File: config.mk
export PLATFORM = sky130hd
export DESIGN_NAME = seq_multiplier
export DESIGN_NICKNAME = d
export VERILOG_FILES = /design/src/rtl/seq_multiplier.sv
export SDC_FILE = /design/constraint.sdc
export NUM_CORES = 1
export LEC_CHECK = 0
export BUFFER_PORTS_ARGS = -buffer_cell sky130_fd_sc_hd__clkbuf_2
export CORE_MARGIN = 3
export CORE_UTILIZATION = 60
export CTS_BUF_LIST = sky130_fd_sc_hd__clkbuf_8
export DETAILED_ROUTE_END_ITERATION = 7
export PLACE_DENSITY = 0.92
export SYNTH_ARGS = -nofsm -noshare
export SYNTH_HDL_FRONTEND = slang
export SYNTH_SLANG_ARGS = --single-unit
File: constraint.sdc
create_clock -name clk -period 3.6 [get_ports clk]
set_input_delay 0.36 -clock clk [delete_from_list [all_inputs] [get_ports clk]]
set_output_delay 0.36 -clock clk [all_outputs]
set_load 0.01 [all_outputs]
File: src/rtl/seq_multiplier.sv
// Radix-2 shift-add unsigned multiplier: one multiplier bit per cycle.
// Latency: fixed WIDTH+1 edges from the accepting edge to the edge that samples done.
// Backpressure: none; start is honoured only in IDLE, otherwise dropped (never queued).
//
// Ports:
//   clk, rst_n        - rising-edge clock, asynchronous active-low reset
//   a_side, b_side    - unsigned multiplicand / multiplier, sampled on the accepting edge
//   start             - request a multiply (taken only while idle)
//   busy              - high in CALC and DONE
//   done              - one-cycle pulse while in DONE; mul_out/overflow valid from then on
//   mul_out, overflow - registered full-width product and "upper half nonzero" flag
module seq_multiplier #(
  parameter int WIDTH = 8
) (
  input  logic               clk,
  input  logic               rst_n,
  input  logic [WIDTH-1:0]   a_side,
  input  logic [WIDTH-1:0]   b_side,
  input  logic               start,
  output logic               busy,
  output logic               done,
  output logic [2*WIDTH-1:0] mul_out,
  output logic               overflow
);

  // Counter holds WIDTH itself, so it needs ceil(log2(WIDTH+1)) bits.
  localparam int CW = $clog2(WIDTH + 1);

  typedef enum logic [1:0] {
    IDLE = 2'd0,
    CALC = 2'd1,
    DONE = 2'd2
  } state_t;

  state_t             state;
  state_t             state_nxt;
  logic [2*WIDTH-1:0] mcand;    // multiplicand, shifted left one place per iteration
  logic [WIDTH-1:0]   mplier;   // multiplier, shifted right; bit 0 is the current bit
  logic [2*WIDTH-1:0] acc;
  logic [2*WIDTH-1:0] acc_nxt;
  logic [CW-1:0]      cnt;      // iterations still to run, counts WIDTH down to 1
  logic               last_iter;

  assign acc_nxt   = mplier[0] ? (acc + mcand) : acc;
  assign last_iter = (cnt == CW'(1));

  // State register
  always_ff @(posedge clk or negedge rst_n) begin
    if (!rst_n) begin
      state <= IDLE;
    end else begin
      state <= state_nxt;
    end
  end

  // Next state and status outputs
  always_comb begin
    state_nxt = state;
    busy      = 1'b0;
    done      = 1'b0;
    case (state)
      IDLE: begin
        if (start) begin
          state_nxt = CALC;
        end
      end
      CALC: begin
        busy = 1'b1;
        if (last_iter) begin
          state_nxt = DONE;
        end
      end
      DONE: begin
        busy      = 1'b1;
        done      = 1'b1;
        state_nxt = IDLE;
      end
      default: begin
        state_nxt = IDLE;
      end
    endcase
  end

  // Datapath. The result registers are written only on the final CALC edge,
  // using the combinational sum of that edge, so DONE already shows the product
  // and the outputs stay frozen for the whole of CALC.
  always_ff @(posedge clk or negedge rst_n) begin
    if (!rst_n) begin
      mcand    <= '0;
      mplier   <= '0;
      acc      <= '0;
      cnt      <= '0;
      mul_out  <= '0;
      overflow <= 1'b0;
    end else begin
      case (state)
        IDLE: begin
          if (start) begin
            mcand  <= {{WIDTH{1'b0}}, a_side};
            mplier <= b_side;
            acc    <= '0;
            cnt    <= CW'(WIDTH);
          end
        end
        CALC: begin
          acc    <= acc_nxt;
          mcand  <= mcand << 1;
          mplier <= mplier >> 1;
          cnt    <= cnt - CW'(1);
          if (last_iter) begin
            mul_out  <= acc_nxt;
            overflow <= |acc_nxt[2*WIDTH-1:WIDTH];
          end
        end
        default: begin
        end
      endcase
    end
  end

endmodule
==> results of run 1 <==
## how the worst min path moves through the flow
stage / start / endpoint / cells past startpoint / slack [ns]
5_1_grt: rst_n / acc[12] / 1 / 0.1
2_1_floorplan: rst_n / acc[0] / 0 / 0.06
6_report: rst_n / mul_out[12] / 1 / 0.05
4_1_cts: rst_n / acc[12] / 1 / 0.07
3_5_place_dp: rst_n / acc[12] / 1 / 0.45
3_3_place_gp: rst_n / acc[12] / 1 / 0.43
## cell usage in the layout (no fill, tap or decap), drive strengths merged, types with 7 or more instances in the layout
master / netlist / routed
ha: 20 / 20
inv: 7 / 8
a21oi: 34 / 34
dfrtp: 63 / 63
nand3: 8 / 8
clkbuf: 12 / 47
xnor2: 7 / 7
a22o: 16 / 16
nand2: 39 / 39
o21ai: 37 / 37
nor2: 29 / 29
mux2i: 23 / 23
## power by group
part	switching (W)	internal (W)
combinational	0.00122	0.000804
sequential	0.000244	0.00100
clock	0.000280	0.000334
## flip-flops by register name, indices dropped and copies added (netlist names)
name,flops
acc,16
mcand,16
mul_out,16
mplier,8
cnt,4
state,2
overflow,1
## worst max-delay path, cell delays in order (launching register included)
cell and delay [ns]:
dfrtp_1 0.41, ha_1 0.26, fa_1 0.46, a211oi_2 0.28
o21a_1 0.20, nor3_1 0.08, a2111oi_4 0.42, and3_1 0.21
and4_1 0.22, a41oi_1 0.12
## per-stage QoR
| stage | utilization [%] | total power (W) |
|---|---|---|
| floorplan | - | 0.00270 |
| global placement | 68.1 | 0.00313 |
| detailed placement | 68.1 | 0.00325 |
| CTS | 71.6 | 0.00388 |
| global route | 71.6 | 0.00419 |
| finish | 71.6 | 0.00388 |
## cells by family after synthesis
family | Yosys count | share of synthesized area (%)
AO/OA/AOI/OAI | 125 | 23.4
XOR/XNOR | 8 | 1.93
adder cells (fa/ha/maj) | 21 | 7.46
buffers and inverters | 26 | 3.04
flip-flops | 63 | 43.5
multiplexers | 24 | 6.77
AND/OR/NAND/NOR | 105 | 13.8
## area by class of cell
type                    instances  area, um^2
inverters                       7        26.3
multi-input cells             283        1940
clock buffers                  10         138
repair buffers                 43         230
flip-flops and latches         63        1580
fillers                       398        1610
well taps                      72        90.1
clock inverters                 6        61.3
## layer usage
metal,vias up,part of all wire [%],GRT usage [%]
met5,-,0,0
met4,0,2.8,11.7
met3,24,6.6,5.33
met2,118,51,45.1
met1,1433,40,31.4
li1,1425,-,-
==> results_dict.tcl, run 1 <==
set metrics [dict create \
    status "complete, no violations" \
    cts_hold_buf 0 \
    cp-end-kind "flip-flop" \
    cts_tree "done" \
    num_vias 3000 \
    timing.final.ws_setup_ns 0.809 \
    max-slew-margin-rel_pct 49.5 \
    final_cells 484 \
    netlist.area_leader.share_pct 43.5 \
    critPathKind "flip-flop to flip-flop" \
    synth_top_area_cell "dfrtp_1" \
    netlist_top_cells_area "dfrtp_1 44%, ha_1 6.9%, mux2i_1 6.1%" \
    drv_slew 0 \
    startpoint "mcand[0]" \
    start_util_pct 63.8 \
    yosysMostFrequentCell "dfrtp_1" \
    grt_max_degree 36 \
    synth_nets 412 \
    r2r_cells 9 \
    dieArea_um2 7010 \
    r2r_start "mcand[0]" \
    overflow 0 \
    cap_violations 0 \
    core-area_um2 5680 \
    p_leak_nw 1.96 \
    skew_ns 0.0113 \
    antenna_found_initial 0 \
    synth.distinct_cells 57 \
    hold_violations 0 \
    required_ns 3.81 \
    clk_pin_slew_worst_paths_ns 0.07 \
    dp.cells 468 \
    synthCells 372 \
    power_density_nw_per_um2 956 \
    place_area_um2 3860 \
    synth_edf_count 0 \
    ys_seq_area_share_pct 43.5 \
    grt_usage_pct 26.2 \
    area_growth_pct 12.1 \
    timing.rr.end "overflow" \
    period_needed_ns 2.79 \
    crit_path_max_fanout 4 \
    clockRootBuffer "clkbuf_8" \
    die_y_um 83.7 \
    cts-buffers-inserted 9 \
    cp_data_arrival_time_ns 3.00 \
    ys_ff_latch 63 \
    setup_tns_ns 0 \
    gp_congestion 0.908 \
    rsz0062_at_grt "no" \
    routed_wl_um 8470 \
    post_synth.cell_area_avg_um2 9.74 \
    drive_above_1_share_pct 18.4 \
    async_flop_share_pct 100 \
    io_buffers 37 \
    synth_ff_type "dfrtp_1" \
    reg2reg_slack_ns 0.81 \
    cts_resized 0 \
    n_antenna_cell 0 \
    period_share_pct 77.5 \
    post_cts_buffers 0 \
    first_pass_iters 4 \
    finalSetupViolCount 0 \
    drt_iter0_drc 209 \
    num_io_pins 38 \
    ant_nets 0 \
    clock_latency_ns 0.35 \
    worstSetupEndpoint "overflow" \
    drc 0 \
    num_rows 27 \
    clock.fmax_mhz 358 \
    nets 447 \
    routed_via_density 6.20 \
    ys_top_cells_by_count "63 x dfrtp_1, 39 x nand2_1, 34 x a21oi_1" \
    hold_ws_ns 0.0455 \
    worstMarginPinSlew_ns 0.758 \
    vdd_drop_max_v 0.000668 \
    syn-cell-area_um2 3620 \
    hold_path_class "input pin to async pin" \
    dp_hpwl_um 6190 \
    cts-htree-levels 3 \
    ys.warnings.count 0 \
    cts_sinks 63 \
    cts_buffer_depth 2 \
    postLayoutCellArea_um2 4060 \
    grt_pass1_vias 3144 \
    grt_first_pass_wirelength_um 14700 \
    dieWidth_um 83.7 \
    cp-start-kind "flip-flop" \
    wl_per_cell_um 17.5 \
    dp_slack_ns 0.871 \
]
Power figures use the tool's default switching activity.
==> inputs of run 2 (changes only) <==
--- a/config.mk
+++ b/config.mk
@@ -7,10 +7,10 @@
 export LEC_CHECK = 0
 export BUFFER_PORTS_ARGS = -buffer_cell sky130_fd_sc_hd__clkbuf_2
 export CORE_MARGIN = 3
-export CORE_UTILIZATION = 60
+export CORE_UTILIZATION = 55
 export CTS_BUF_LIST = sky130_fd_sc_hd__clkbuf_8
 export DETAILED_ROUTE_END_ITERATION = 7
-export PLACE_DENSITY = 0.92
+export PLACE_DENSITY = 0.89
 export SYNTH_ARGS = -nofsm -noshare
 export SYNTH_HDL_FRONTEND = slang
 export SYNTH_SLANG_ARGS = --single-unit
==> constraint.sdc (replaced) <==
create_clock -name clk -period 2.41 [get_ports clk]
set_input_delay 0.241 -clock clk [delete_from_list [all_inputs] [get_ports clk]]
set_output_delay 0.241 -clock clk [all_outputs]
set_load 0.01 [all_outputs]
==> run 2 against run 1 <==
The flow now finishes with violations (negative setup slack). Worst hold slack gained 0.12 ns. Non-clock buffer count increased by 42. Via count increased by 16%. Clock skew down 0.0022 ns. Core utilization is 2.9 points higher. Wire length rose by 33%. Sequential cell count did not move. Sequential power rose by 54%. Critical endpoint unchanged. Highest routed layer unchanged.
==> results_dict.tcl, run 2 (synthesized netlist as in run 1, its figures left out) <==
set metrics [dict create \
    nets 489 \
    overflow 0 \
    required_ns 2.63 \
    dieArea_um2 7600 \
    cp-end-kind "flip-flop" \
    crit_chain "ha_4 > buf_4 > a21oi_1 > nand2_1 > a211oi_4 > buf_4 > nor4_1 > a211oi_1 > and4_1 > a41oi_1" \
    drive_above_1_share_pct 30.0 \
    grt_max_degree 41 \
    r2r_cells 10 \
    drc 0 \
    cp-start-kind "flip-flop" \
    hold_violations 0 \
    core-area_um2 6130 \
    area_growth_pct 26.0 \
    cts_sinks 63 \
    die_y_um 87.2 \
    num_vias 3491 \
    power_density_nw_per_um2 1490 \
    dp_hpwl_um 6440 \
    clockRootBuffer "clkbuf_8" \
    crit_path_max_fanout 4 \
    cts-htree-levels 3 \
    critPathKind "flip-flop to flip-flop" \
    dieWidth_um 87.2 \
    violations "negative setup slack" \
    p_total_w 0.00681 \
    crit_top_cell "buf_4" \
    slowest_delay_ns 0.44 \
    cts_tree "done" \
    layout_commonest_cell "dfrtp_1" \
    first_pass_iters 5 \
    min_path_cells 3 \
    cts_buffer_depth 2 \
    finalSetupViolCount 11 \
    slowest_stage "dfrtp_1" \
    clock_latency_ns 0.36 \
    wl_per_cell_um 21.3 \
    clk_pin_slew_worst_paths_ns 0.07 \
    ant_nets 0 \
    vdd_drop_max_v 0.000999 \
    num_rows 28 \
    drt_iter0_drc 509 \
    period_needed_ns 2.61 \
    top_regs "acc (16), mcand (16), mul_out (16)" \
    io_buffers 37 \
    final_cell_mix "59 x dfrtp_1, 46 x buf_4, 39 x nand2_1" \
    hold_path_class "input pin to flip-flop" \
    cap_violations 0 \
    status "finished with violations" \
    cp_data_arrival_time_ns 2.83 \
    antenna_found_initial 0 \
    worstMarginPinSlew_ns 0.838 \
    num_io_pins 38 \
    p_leak_nw 2.17 \
    max-slew-margin-rel_pct 44.0 \
    timing.final.ws_setup_ns -0.196 \
    routed_wl_um 11300 \
    routed_via_density 6.60 \
    drv_slew 0 \
    gp_congestion 0.898 \
    clock.fmax_mhz 384 \
    cts-buffers-inserted 9 \
    grt_usage_pct 27.9 \
    skew_ns 0.00906 \
    final_util_pct 74.5 \
    start_util_pct 59.1 \
    period_share_pct 108 \
    n_antenna_cell 0 \
    grt_first_pass_wirelength_um 16300 \
    grt_pass1_vias 3404 \
    rsz0062_at_grt "yes" \
]
-- run 2: where the power goes --
group	internal (W)	total, W	switching, W
logic	0.00175	0.00398	0.00223
registers	0.00150	0.00192	0.000416
clock network	0.000469	0.000907	0.000438
total	0.00372	0.00681	0.00308
-- run 2: critical path: cells and delay by family (launching register included) --
family | cells | cell delay [ns]
adders and majority gates | 1 | 0.27
buffers and inverters | 2 | 0.31
AOI/OAI and AO/OA | 4 | 0.94
and+or+nand+nor | 3 | 0.50
DFF | 1 | 0.44
-- run 2: final timing paths --
| path | startpoint | endpoint | slack [ns] |
|---|---|---|---|
| max in group asynchronous | rst_n | mcand[1] | 1.32 |
| worst max-delay path | acc[10] | overflow | -0.20 |
| worst max register to register | acc[10] | overflow | -0.20 |
| min in group asynchronous | rst_n | mcand[15] | 0.44 |
| worst min-delay path | b_side[6] | mplier[6] | 0.17 |
| worst min register to register | mplier[3] | mplier[3] | 0.50 |
-- run 2: timing repair --
item                                    4_1_cts  5_1_grt
gates resized for setup                       9       19
endpoints found under the setup margin        2       15
cloned                                        0        0
buffers inserted                              7       12
endpoints found under the hold margin        23        0
pin swaps                                    10       19
hold buffers                                  1        0
-- run 2: layer usage --
layer	part of all wire [%]	track usage [%]	vias to the layer above
li1	-	-	1505
met1	36	32.7	1648
met2	49	46.0	244
met3	8.4	5.77	94
met4	7.0	18.3	0
met5	0	0	-
-- run 2: layout make-up --
type | instances | area, um^2
Multi-Input combinational cell | 283 | 2110
Fill cell | 342 | 1570
Clock buffer | 9 | 124
Clock inverter | 7 | 65.1
Tap cell | 75 | 93.8
Inverter | 7 | 26.3
Sequential cell | 63 | 1580
Timing Repair Buffer | 85 | 561
-- run 2: per-stage QoR --
stage          cells  cell area, um^2  hold slack, ns   TNS, ns  worst slack, ns
2_1_floorplan    372             3630         -0.0546         0           0.0218
3_3_place_gp     493             4050           0.275  -0.00725         -0.00725
3_5_place_dp     493             4050           0.287   -0.0899          -0.0481
4_1_cts          517             4360           0.172  -0.00561         -0.00561
5_1_grt          529             4570           0.202     -1.91           -0.262
6_report         529             4570           0.167     -1.29           -0.196
